## src/rtl/fifo_drain_sequencer.sv

```systemverilog
// Pops one FIFO word per step/auto request. rd_en goes high one cycle after the request and the word is shown two cycles after it, then held for DWELL_CYCLES.
// Requests arriving while busy are dropped, not queued. With DRAIN_BLANK_ON_EMPTY_EN defined, the display is blanked once the FIFO has drained.
module fifo_drain_sequencer #(
  parameter int DATA_WIDTH   = 8,
  parameter int DWELL_CYCLES = 3_600_000,
  parameter int CNT_WIDTH    = 8
) (
  input  logic                  clk,
  input  logic                  rst,
  input  logic                  step,
  input  logic                  auto,
  input  logic                  clear,
  input  logic                  empty,
  input  logic [DATA_WIDTH-1:0] rd_data,
  output logic                  rd_en,
  output logic [DATA_WIDTH-1:0] disp_data,
  output logic [3:0]            seg_hi,
  output logic [3:0]            seg_lo,
  output logic                  busy,
  output logic                  underflow,
  output logic [CNT_WIDTH-1:0]  pop_count
);

  localparam int DCW = $clog2(DWELL_CYCLES);

  typedef enum logic [1:0] {IDLE, READ, CAPTURE, DWELL} state_t;

  state_t         state, state_nxt;
  logic [DCW-1:0] dwell_cnt, dwell_nxt;
  logic           underflow_set;

  always_comb begin
    state_nxt     = state;
    dwell_nxt     = dwell_cnt;
    underflow_set = 1'b0;
    case (state)
      IDLE: begin
        if ((step || auto) && !empty) state_nxt = READ;
        if (step && empty) underflow_set = 1'b1;
      end
      READ:    state_nxt = CAPTURE;
      CAPTURE: begin
        state_nxt = DWELL;
        dwell_nxt = DCW'(DWELL_CYCLES - 1);
      end
      DWELL: begin
        if (dwell_cnt == '0) state_nxt = IDLE;
        else dwell_nxt = dwell_cnt - DCW'(1);
      end
      default: state_nxt = IDLE;
    endcase
  end

  // rd_en is decoded from the next state so it leaves a flop, never glitches
  always_ff @(posedge clk or negedge rst) begin
    if (!rst) begin
      state     <= IDLE;
      dwell_cnt <= '0;
      rd_en     <= 1'b0;
    end else begin
      state     <= state_nxt;
      dwell_cnt <= dwell_nxt;
      rd_en     <= (state_nxt == READ);
    end
  end

  // clear beats a same-cycle capture: the popped word is discarded
  always_ff @(posedge clk or negedge rst) begin
    if (!rst) begin
      disp_data <= '0;
      pop_count <= '0;
      underflow <= 1'b0;
    end else if (clear) begin
      disp_data <= '0;
      pop_count <= '0;
      underflow <= 1'b0;
    end else begin
      if (underflow_set) underflow <= 1'b1;
      if (state == CAPTURE) begin
        disp_data <= rd_data;
        pop_count <= pop_count + CNT_WIDTH'(1);
      end
`ifdef DRAIN_BLANK_ON_EMPTY_EN
      else if (state == DWELL && dwell_cnt == '0 && empty) begin
        disp_data <= '0;
      end
`endif
    end
  end

  assign busy   = (state != IDLE);
  assign seg_hi = disp_data[7:4];
  assign seg_lo = disp_data[3:0];

endmodule
```

## config.mk

```make
export PLATFORM = sky130hd
export DESIGN_NAME = fifo_drain_sequencer
export DESIGN_NICKNAME = d
export VERILOG_FILES = /design/src/rtl/fifo_drain_sequencer.sv
export SDC_FILE = /design/constraint.sdc
export NUM_CORES = 1
export LEC_CHECK = 0
export CORE_AREA = 2 2 74 76
export CTS_BUF_LIST = sky130_fd_sc_hd__clkbuf_16
export CTS_CLUSTER_DIAMETER = 150
export DETAILED_ROUTE_END_ITERATION = 16
export DIE_AREA = 0 0 76 78
export GPL_ROUTABILITY_DRIVEN = 0
export MAX_ROUTING_LAYER = met4
export PLACE_DENSITY = 0.67
export SKIP_LAST_GASP = 1
export SLEW_MARGIN = 20
export SYNTH_ARGS = -nofsm -noshare
export SYNTH_HDL_FRONTEND = slang
export SYNTH_SLANG_ARGS = --single-unit
```

## constraint.sdc

```tcl
create_clock -name clk -period 3.7 [get_ports clk]
set_input_delay 0.925 -clock clk [delete_from_list [all_inputs] [get_ports clk]]
set_output_delay 0.925 -clock clk [all_outputs]
set_load 0.03 [all_outputs]
```

==> insert_results.sql, run 1 <==
INSERT INTO impl_metrics (metric_group, metric, value, unit) VALUES
('yosys', 'yosysWarningCount', '0', ''),
('setup_path', 'worst_setup_path_end_kind', 'output pin', ''),
('detailed_routing', 'num_vias', '1843', ''),
('yosys', 'synth_seq_area_share', '46.36', '%'),
('setup_path', 'critical_path_source_type', 'register', ''),
('clocking', 'clock_insertion_delay_worst_skew', '0.28', 'ns'),
('floorplan', 'floorplan.initialDensity', '44.96', '%'),
('power', 'pwr_density_cell', '324.4', 'nW/um2'),
('setup_path', 'critical_path_peak_fanout', '19', ''),
('grt', 'globalRouteTotalUtil', '18.62', '%'),
('setup_path', 'critical_path_arrival', '1.93', 'ns'),
('clocking', 'numClockSinks', '42', ''),
('clocking', 'cts_setup_buffers', '0', ''),
('yosys', 'syn_inst', '246', ''),
('sta', 'slew-limit-headroom', '39.67', '%'),
('grt', 'first_pass_grt_wire_length', '8687', 'um'),
('sta', 'final.setup.tns', '0', 'ns'),
('yosys', 'synthMostInstantiatedCell', 'dfrtp_1', ''),
('clocking', 'root_buffer', 'clkbuf_16', ''),
('run_status', 'status', 'completed', ''),
('layout', 'post-route-util', '55.34', '%'),
('yosys', 'synth-edff-count', '0', ''),
('clocking', 'clk_pin_slew_worst_paths', '0.06', 'ns'),
('yosys', 'post_synth_main_area_contributors', 'dfrtp_1, nand2_1, a21oi_1, nor2_1, buf_4', ''),
('hold_path', 'hp-class', 'reg -> reg', ''),
('run', 'drv.max_cap_violation_count', '0', ''),
('layout', 'share_of_post_route_cells_with_drive_strength_above_1', '6.909', '%'),
('grt', 'first_global_vias', '1769', ''),
('layout', 'number_of_nets_in_the_final_layout', '291', ''),
('clocking', 'ctsHtreeMaxLevel', '2', ''),
('grt', 'antenna_found_initial', '0', ''),
('yosys', 'yosys.area_share.xor_xnor', '3.477', '%'),
('clocking', 'tritoncts_clock_tree', 'done', ''),
('yosys', 'ys.flop_type', 'dfrtp_1', ''),
('sta', 'drv_slew', '0', ''),
('clocking', 'clock_tree.buffer_depth', '2', ''),
('setup_path', 'crit_required', '2.77', 'ns'),
('clocking', 'holdBufCountCts', '0', ''),
('yosys', 'synth.avg_cell_area', '9.216', 'um2'),
('yosys', 'yosys.area_share.adder', '1.656', '%'),
('detailed_routing', 'routedWlPerCell', '14.24', 'um'),
('yosys', 'combinational_family_with_the_most_area_after_synthesis', 'simple AND/OR/NAND/NOR gates', ''),
('detailed_routing', 'routed_wirelength', '4912', 'um'),
('yosys', 'synthSimpleGateAreaFrac', '24.50', '%'),
('sta', 'final_period_minus_worst_setup_slack', '2.854', 'ns'),
('floorplan', 'die_area', '5928', 'um2'),
('layout', 'n_diodes', '0', ''),
('detailed_routing', 'avgViaCountPerCell', '5.342', ''),
('yosys', 'netlist_top_cells_count', 'dfrtp_1, nand2_1, nor2_1', ''),
('detailed_routing', 'drtPass1Iterations', '4', ''),
('yosys', 'fraction_of_synthesized_area_in_multiplexers', '1.766', '%'),
('floorplan', 'die_w', '76', 'um'),
('clocking', 'cts_inserted_buffers', '5', ''),
('clocking', 'ctsResizeCount', '0', ''),
('yosys', 'ys_types', '45', ''),
('detailed_routing', 'drt_drc_violations_left', '0', ''),
('power', 'power_leakage', '1.094', 'nW'),
('yosys', 'async_flop_share', '100.0', '%'),
('grt', 'grt_overflow_total', '0', ''),
('power', 'ir_drop', '0.2260', 'mV'),
('place', 'hpwl', '3396', 'um'),
('sta', 'post-route-period-util', '77.13', '%'),
('place', 'port_buffers', '40', ''),
('grt', 'largest_net_degree_at_the_start_of_global_routing', '43', ''),
('sta', 'fmax', '0.3504', 'GHz'),
('yosys', 'synth_top_area_cell', 'dfrtp_1', ''),
('yosys', 'synth.ff_latch_count', '42', ''),
('sta', 'setup_viol_count_final', '0', ''),
('floorplan', 'die_h', '78', 'um'),
('detailed_routing', 'antenna_violating_nets_post_route', '0', ''),
('floorplan', 'core_area', '5042', 'um2'),
('yosys', 'yosys.area.top_type_share', '46.36', '%'),
('layout', 'area_delta_synth_final', '23.07', '%'),
('floorplan', 'std_cell_rows', '26', ''),
('yosys', 'synth_nets', '263', ''),
('sta', 'timing_worst_slew_pin_value', '0.9049', 'ns'),
('floorplan', 'io_pins', '41', ''),
('yosys', 'mapped_area', '2267', 'um2'),
('detailed_routing', 'initialDrtViolationCount', '148', ''),
('sta', 'rsz0062_at_grt', 'false', ''),
('setup_path', 'timing.setup.critical_path_class', 'reg -> out', ''),
('sta', 'fin_worst_skew', '0.002307', 'ns'),
('sta', 'timing_hold_violations_final', '0', ''),
('yosys', 'post_synthesis_compound_gate_area_fraction', '15.95', '%');
-- cell families (layout without fill, tap and decap cells) --
family / after synthesis / count (layout)
AND/OR/NAND/NOR: 109 / 109
AO/OA/AOI/OAI: 51 / 51
flip-flops: 42 / 42
buffers and inverters: 28 / 57
XOR/XNOR: 9 / 9
multiplexers: 4 / 4
adder cells (fa/ha/maj): 3 / 3
-- placed cells by master (no fill, tap or decap), types with 4 or more instances in the layout --
master,count
nand2_1,31
clkdlybuf4s50_1,39
a21oi_1,22
mux2i_1,4
xor2_1,6
nand3_1,9
and3_1,4
clkbuf_16,5
o21ai_0,4
o21ai_1,4
nor3_1,11
dfrtp_1,42
inv_1,7
nand4_1,4
nor2_1,23
a311oi_1,4
-- area by class of cell --
type                            instances  area [um2]
Clock buffer                            5       125.1
Clock inverter                          3       16.27
Fill cell                             470        2252
Inverter                                7       26.28
Multi-Input combinational cell        176        1074
Sequential cell                        42        1051
Tap cell                               70       87.58
Timing Repair Buffer                   42       410.4
-- stage by stage --
step                power, mW  setup WS [ns]  hold slack (ns)  cells  instance area (um2)
finish                 0.9052         0.8464           0.5039    345                 2790
CTS                    0.9130         0.8723           0.5014    345                 2790
global placement       0.4941          1.179           0.4829    337                 2649
global route           0.9377         0.7181           0.5425    345                 2790
floorplan              0.4710          1.468           0.4632    246                 2267
detailed placement     0.4939          1.185           0.4934    337                 2649
-- metal layers --
metal	global-route usage, %	part of all wire (%)
met3	3.256	3.3
met1	25.52	48
met4	6.000	1.2
met2	28.39	48
met5	-	0
-- worst max-delay path, stage by stage, from the launching register on --
cell             delay [ns]
dfrtp_1                0.71
nor2_1                 0.14
inv_1                  0.12
clkdlybuf4s50_1        0.68
-- flip-flops by register name, summed over array words and instances, names as in the netlist --
| signal | cells |
|---|---|
| state | 2 |
| underflow | 1 |
| pop_count | 8 |
| disp_data | 8 |
| dwell_cnt | 22 |
| rd_en | 1 |
-- where the power goes --
| group | internal, mW | switching (mW) |
|---|---|---|
| sequential | 0.459 | 0.000000000000000672 |
| combinational | 0.0119 | 0.0133 |
| clock | 0.246 | 0.175 |
-- worst paths after layout --
check,startpoint,end,slack [ns],depth (start not counted)
max in group asynchronous,rst,dwell_cnt[21],2.36,1
min in group asynchronous,rst,dwell_cnt[9],0.77,1
min,dwell_cnt[8],dwell_cnt[8],0.50,1
max reg2reg,dwell_cnt[2],dwell_cnt[16],1.40,5
max,state[1],busy,0.85,3
min reg2reg,dwell_cnt[8],dwell_cnt[8],0.50,1
Power figures use the tool's default switching activity.
==> run 2, diff against run 1 <==
--- a/config.mk
+++ b/config.mk
@@ -12,7 +12,7 @@
 export DIE_AREA = 0 0 76 78
 export GPL_ROUTABILITY_DRIVEN = 0
 export MAX_ROUTING_LAYER = met4
-export PLACE_DENSITY = 0.67
+export PLACE_DENSITY = 0.7
 export SKIP_LAST_GASP = 1
 export SLEW_MARGIN = 20
 export SYNTH_ARGS = -nofsm -noshare
==> constraint.sdc (replaced) <==
create_clock -name clk -period 2.4 [get_ports clk]
set_input_delay 0.6 -clock clk [delete_from_list [all_inputs] [get_ports clk]]
set_output_delay 0.6 -clock clk [all_outputs]
set_load 0.03 [all_outputs]
==> insert_results.sql, run 2 (synthesis gave the netlist of run 1 again) <==
INSERT INTO impl_metrics (metric_group, metric, value, unit) VALUES
('sta', 'layout_setup_ws', '0.1449', 'ns'),
('sta', 'post-route-period-util', '93.96', '%'),
('floorplan', 'die_h', '78', 'um'),
('run_status', 'status', 'completed', ''),
('clocking', 'holdBufCountCts', '0', ''),
('layout', 'reg.largest.list', 'dwell_cnt x22, disp_data x8, pop_count x8', ''),
('detailed_routing', 'avgViaCountPerCell', '5.419', ''),
('setup_path', 'timing.setup.critical_path_class', 'reg -> out', ''),
('place', 'port_buffers', '40', ''),
('power', 'internal_power', '1.214', 'mW'),
('sta', 'slew-limit-headroom', '58.52', '%'),
('detailed_routing', 'antenna_violating_nets_post_route', '0', ''),
('sta', 'final.setup.tns', '0', 'ns'),
('run', 'drv.max_cap_violation_count', '0', ''),
('sta', 'timing_hold_violations_final', '0', ''),
('sta', 'setup_viol_count_final', '0', ''),
('clocking', 'numClockSinks', '42', ''),
('clocking', 'clk_pin_slew_worst_paths', '0.06', 'ns'),
('floorplan', 'floorplan.initialDensity', '44.96', '%'),
('sta', 'fin_worst_skew', '0.003726', 'ns'),
('detailed_routing', 'initialDrtViolationCount', '130', ''),
('layout', 'number_of_nets_in_the_final_layout', '297', ''),
('grt', 'first_pass_grt_wire_length', '8611', 'um'),
('setup_path', 'crit_family', 'buffers and inverters', ''),
('clocking', 'cts_inserted_buffers', '5', ''),
('layout', 'largest_register_ffs', '22', ''),
('place', 'placedCellCount', '343', ''),
('floorplan', 'std_cell_rows', '26', ''),
('clocking', 'cts_setup_buffers', '0', ''),
('clocking', 'root_buffer', 'clkbuf_16', ''),
('detailed_routing', 'drtPass1Iterations', '4', ''),
('sta', 'rsz0062_at_grt', 'false', ''),
('layout', 'multi_input_gate_area_in_the_final_layout', '1074', 'um2'),
('floorplan', 'die_w', '76', 'um'),
('place', 'dp_worst_setup_slack', '0.1959', 'ns'),
('detailed_routing', 'routed_wirelength', '5006', 'um'),
('grt', 'first_global_vias', '1759', ''),
('layout', 'n_fill_cell', '455', ''),
('grt', 'grt_overflow_total', '0', ''),
('grt', 'largest_net_degree_at_the_start_of_global_routing', '43', ''),
('power', 'power.share.clock', '50.1', '%'),
('clocking', 'clock_tree.buffer_depth', '2', ''),
('setup_path', 'worst_setup_path_end_kind', 'output pin', ''),
('place', 'hpwl', '3456', 'um'),
('power', 'ir_drop', '0.3198', 'mV'),
('power', 'net_switching_power_figure', '287.3', 'uW'),
('detailed_routing', 'num_vias', '1902', ''),
('floorplan', 'die_area', '5928', 'um2'),
('hold_path', 'hp-class', 'in -> async', ''),
('layout', 'final_design_area_no_fill', '2860', 'um2'),
('sta', 'timing.hold.ws', '0.3852', 'ns'),
('power', 'pwr-share-comb', '2.7', '%'),
('layout', 'share_of_post_route_cells_with_drive_strength_above_1', '8.897', '%'),
('layout', 'area_delta_synth_final', '26.16', '%'),
('clocking', 'tritoncts_clock_tree', 'done', ''),
('floorplan', 'io_pins', '41', ''),
('layout', 'post_layout_nonfiller_instances', '351', ''),
('power', 'power_leakage', '1.135', 'nW'),
('clocking', 'ctsHtreeMaxLevel', '2', ''),
('floorplan', 'core_area', '5042', 'um2'),
('setup_path', 'cp_slowest_cell', 'clkdlybuf4s50_1', ''),
('sta', 'drv_slew', '0', ''),
('detailed_routing', 'routedWlPerCell', '14.26', 'um'),
('layout', 'sequential_cell_area', '1051', 'um2'),
('setup_path', 'crit_path_cell_trace', 'nor2_1 > inv_1 > clkdlybuf4s50_1', ''),
('power', 'seq_power_share', '47.2', '%'),
('power', 'p_sw_share', '19.14', '%'),
('layout', 'final_cell_mix', 'dfrtp_1, clkdlybuf4s50_1, nand2_1', ''),
('clocking', 'clock_insertion_delay_worst_skew', '0.28', 'ns'),
('setup_path', 'critical_path_arrival', '1.66', 'ns'),
('setup_path', 'crit_required', '1.80', 'ns'),
('setup_path', 'crit_path_buffers_inverters', '2', ''),
('layout', 'final_common_cell', 'dfrtp_1', ''),
('detailed_routing', 'drt_drc_violations_left', '0', ''),
('setup_path', 'cp_slowest_stage_delay', '0.68', 'ns'),
('sta', 'final_period_minus_worst_setup_slack', '2.255', 'ns'),
('place', 'instance_area_at_placement', '2694', 'um2'),
('grt', 'antenna_found_initial', '0', ''),
('power', 'pwr_density_cell', '524.9', 'nW/um2'),
('layout', 'max_flop_register', 'dwell_cnt', ''),
('sta', 'timing_worst_slew_pin_value', '0.6203', 'ns'),
('layout', 'n_diodes', '0', ''),
('setup_path', 'critical_path_peak_fanout', '9', ''),
('setup_path', 'critical_path_source_type', 'register', ''),
('clocking', 'ctsResizeCount', '0', ''),
('sta', 'fmax', '0.4434', 'GHz'),
('grt', 'globalRouteTotalUtil', '18.43', '%');
## run 2: layout make-up
type                            instances  share of cell area (%)
Clock buffer                            5                   4.374
Clock inverter                          3                   1.444
Inverter                                7                  0.9186
Multi-Input combinational cell        176                   37.53
Sequential cell                        42                   36.75
Tap cell                               70                   3.062
Timing Repair Buffer                   48                   15.92
## run 2: power groups by stage
stage               Clock, mW  Sequential (mW)  Combinational [mW]
floorplan                   0            0.721             0.00493
detailed placement          0            0.721              0.0417
global route            0.801            0.708              0.0455
global placement            0            0.721              0.0415
CTS                     0.771            0.708              0.0417
finish                  0.753            0.708              0.0406
## run 2: final timing paths
kind / start / to / slack, ns / cells after the start
max in group asynchronous: rst / disp_data[3] / 1.64 / 2
setup / recovery: state[1] / busy / 0.14 / 3
min in group clk: underflow / underflow / 0.51 / 2
hold reg to reg: underflow / underflow / 0.51 / 2
hold / removal: rst / dwell_cnt[9] / 0.39 / 2
setup reg to reg: dwell_cnt[14] / dwell_cnt[21] / 0.17 / 5
## run 2: per-stage QoR
step / total power [mW] / util [%]
CTS: 1.521 / 56.72
global route: 1.554 / 56.72
floorplan: 0.7262 / -
finish: 1.501 / 56.72
detailed placement: 0.7627 / 53.42
global placement: 0.7625 / 53.42
## run 2: per-layer routing
| metal | track usage [%] | routed length (um) | vias to the layer above |
|---|---|---|---|
| met2 | 29.91 | 2423 | 38 |
| met3 | 3.372 | 188 | 9 |
| met1 | 23.48 | 2310 | 928 |
| li1 | - | - | 927 |
| met4 | 6.364 | 83 | 0 |
| met5 | - | 0 | - |
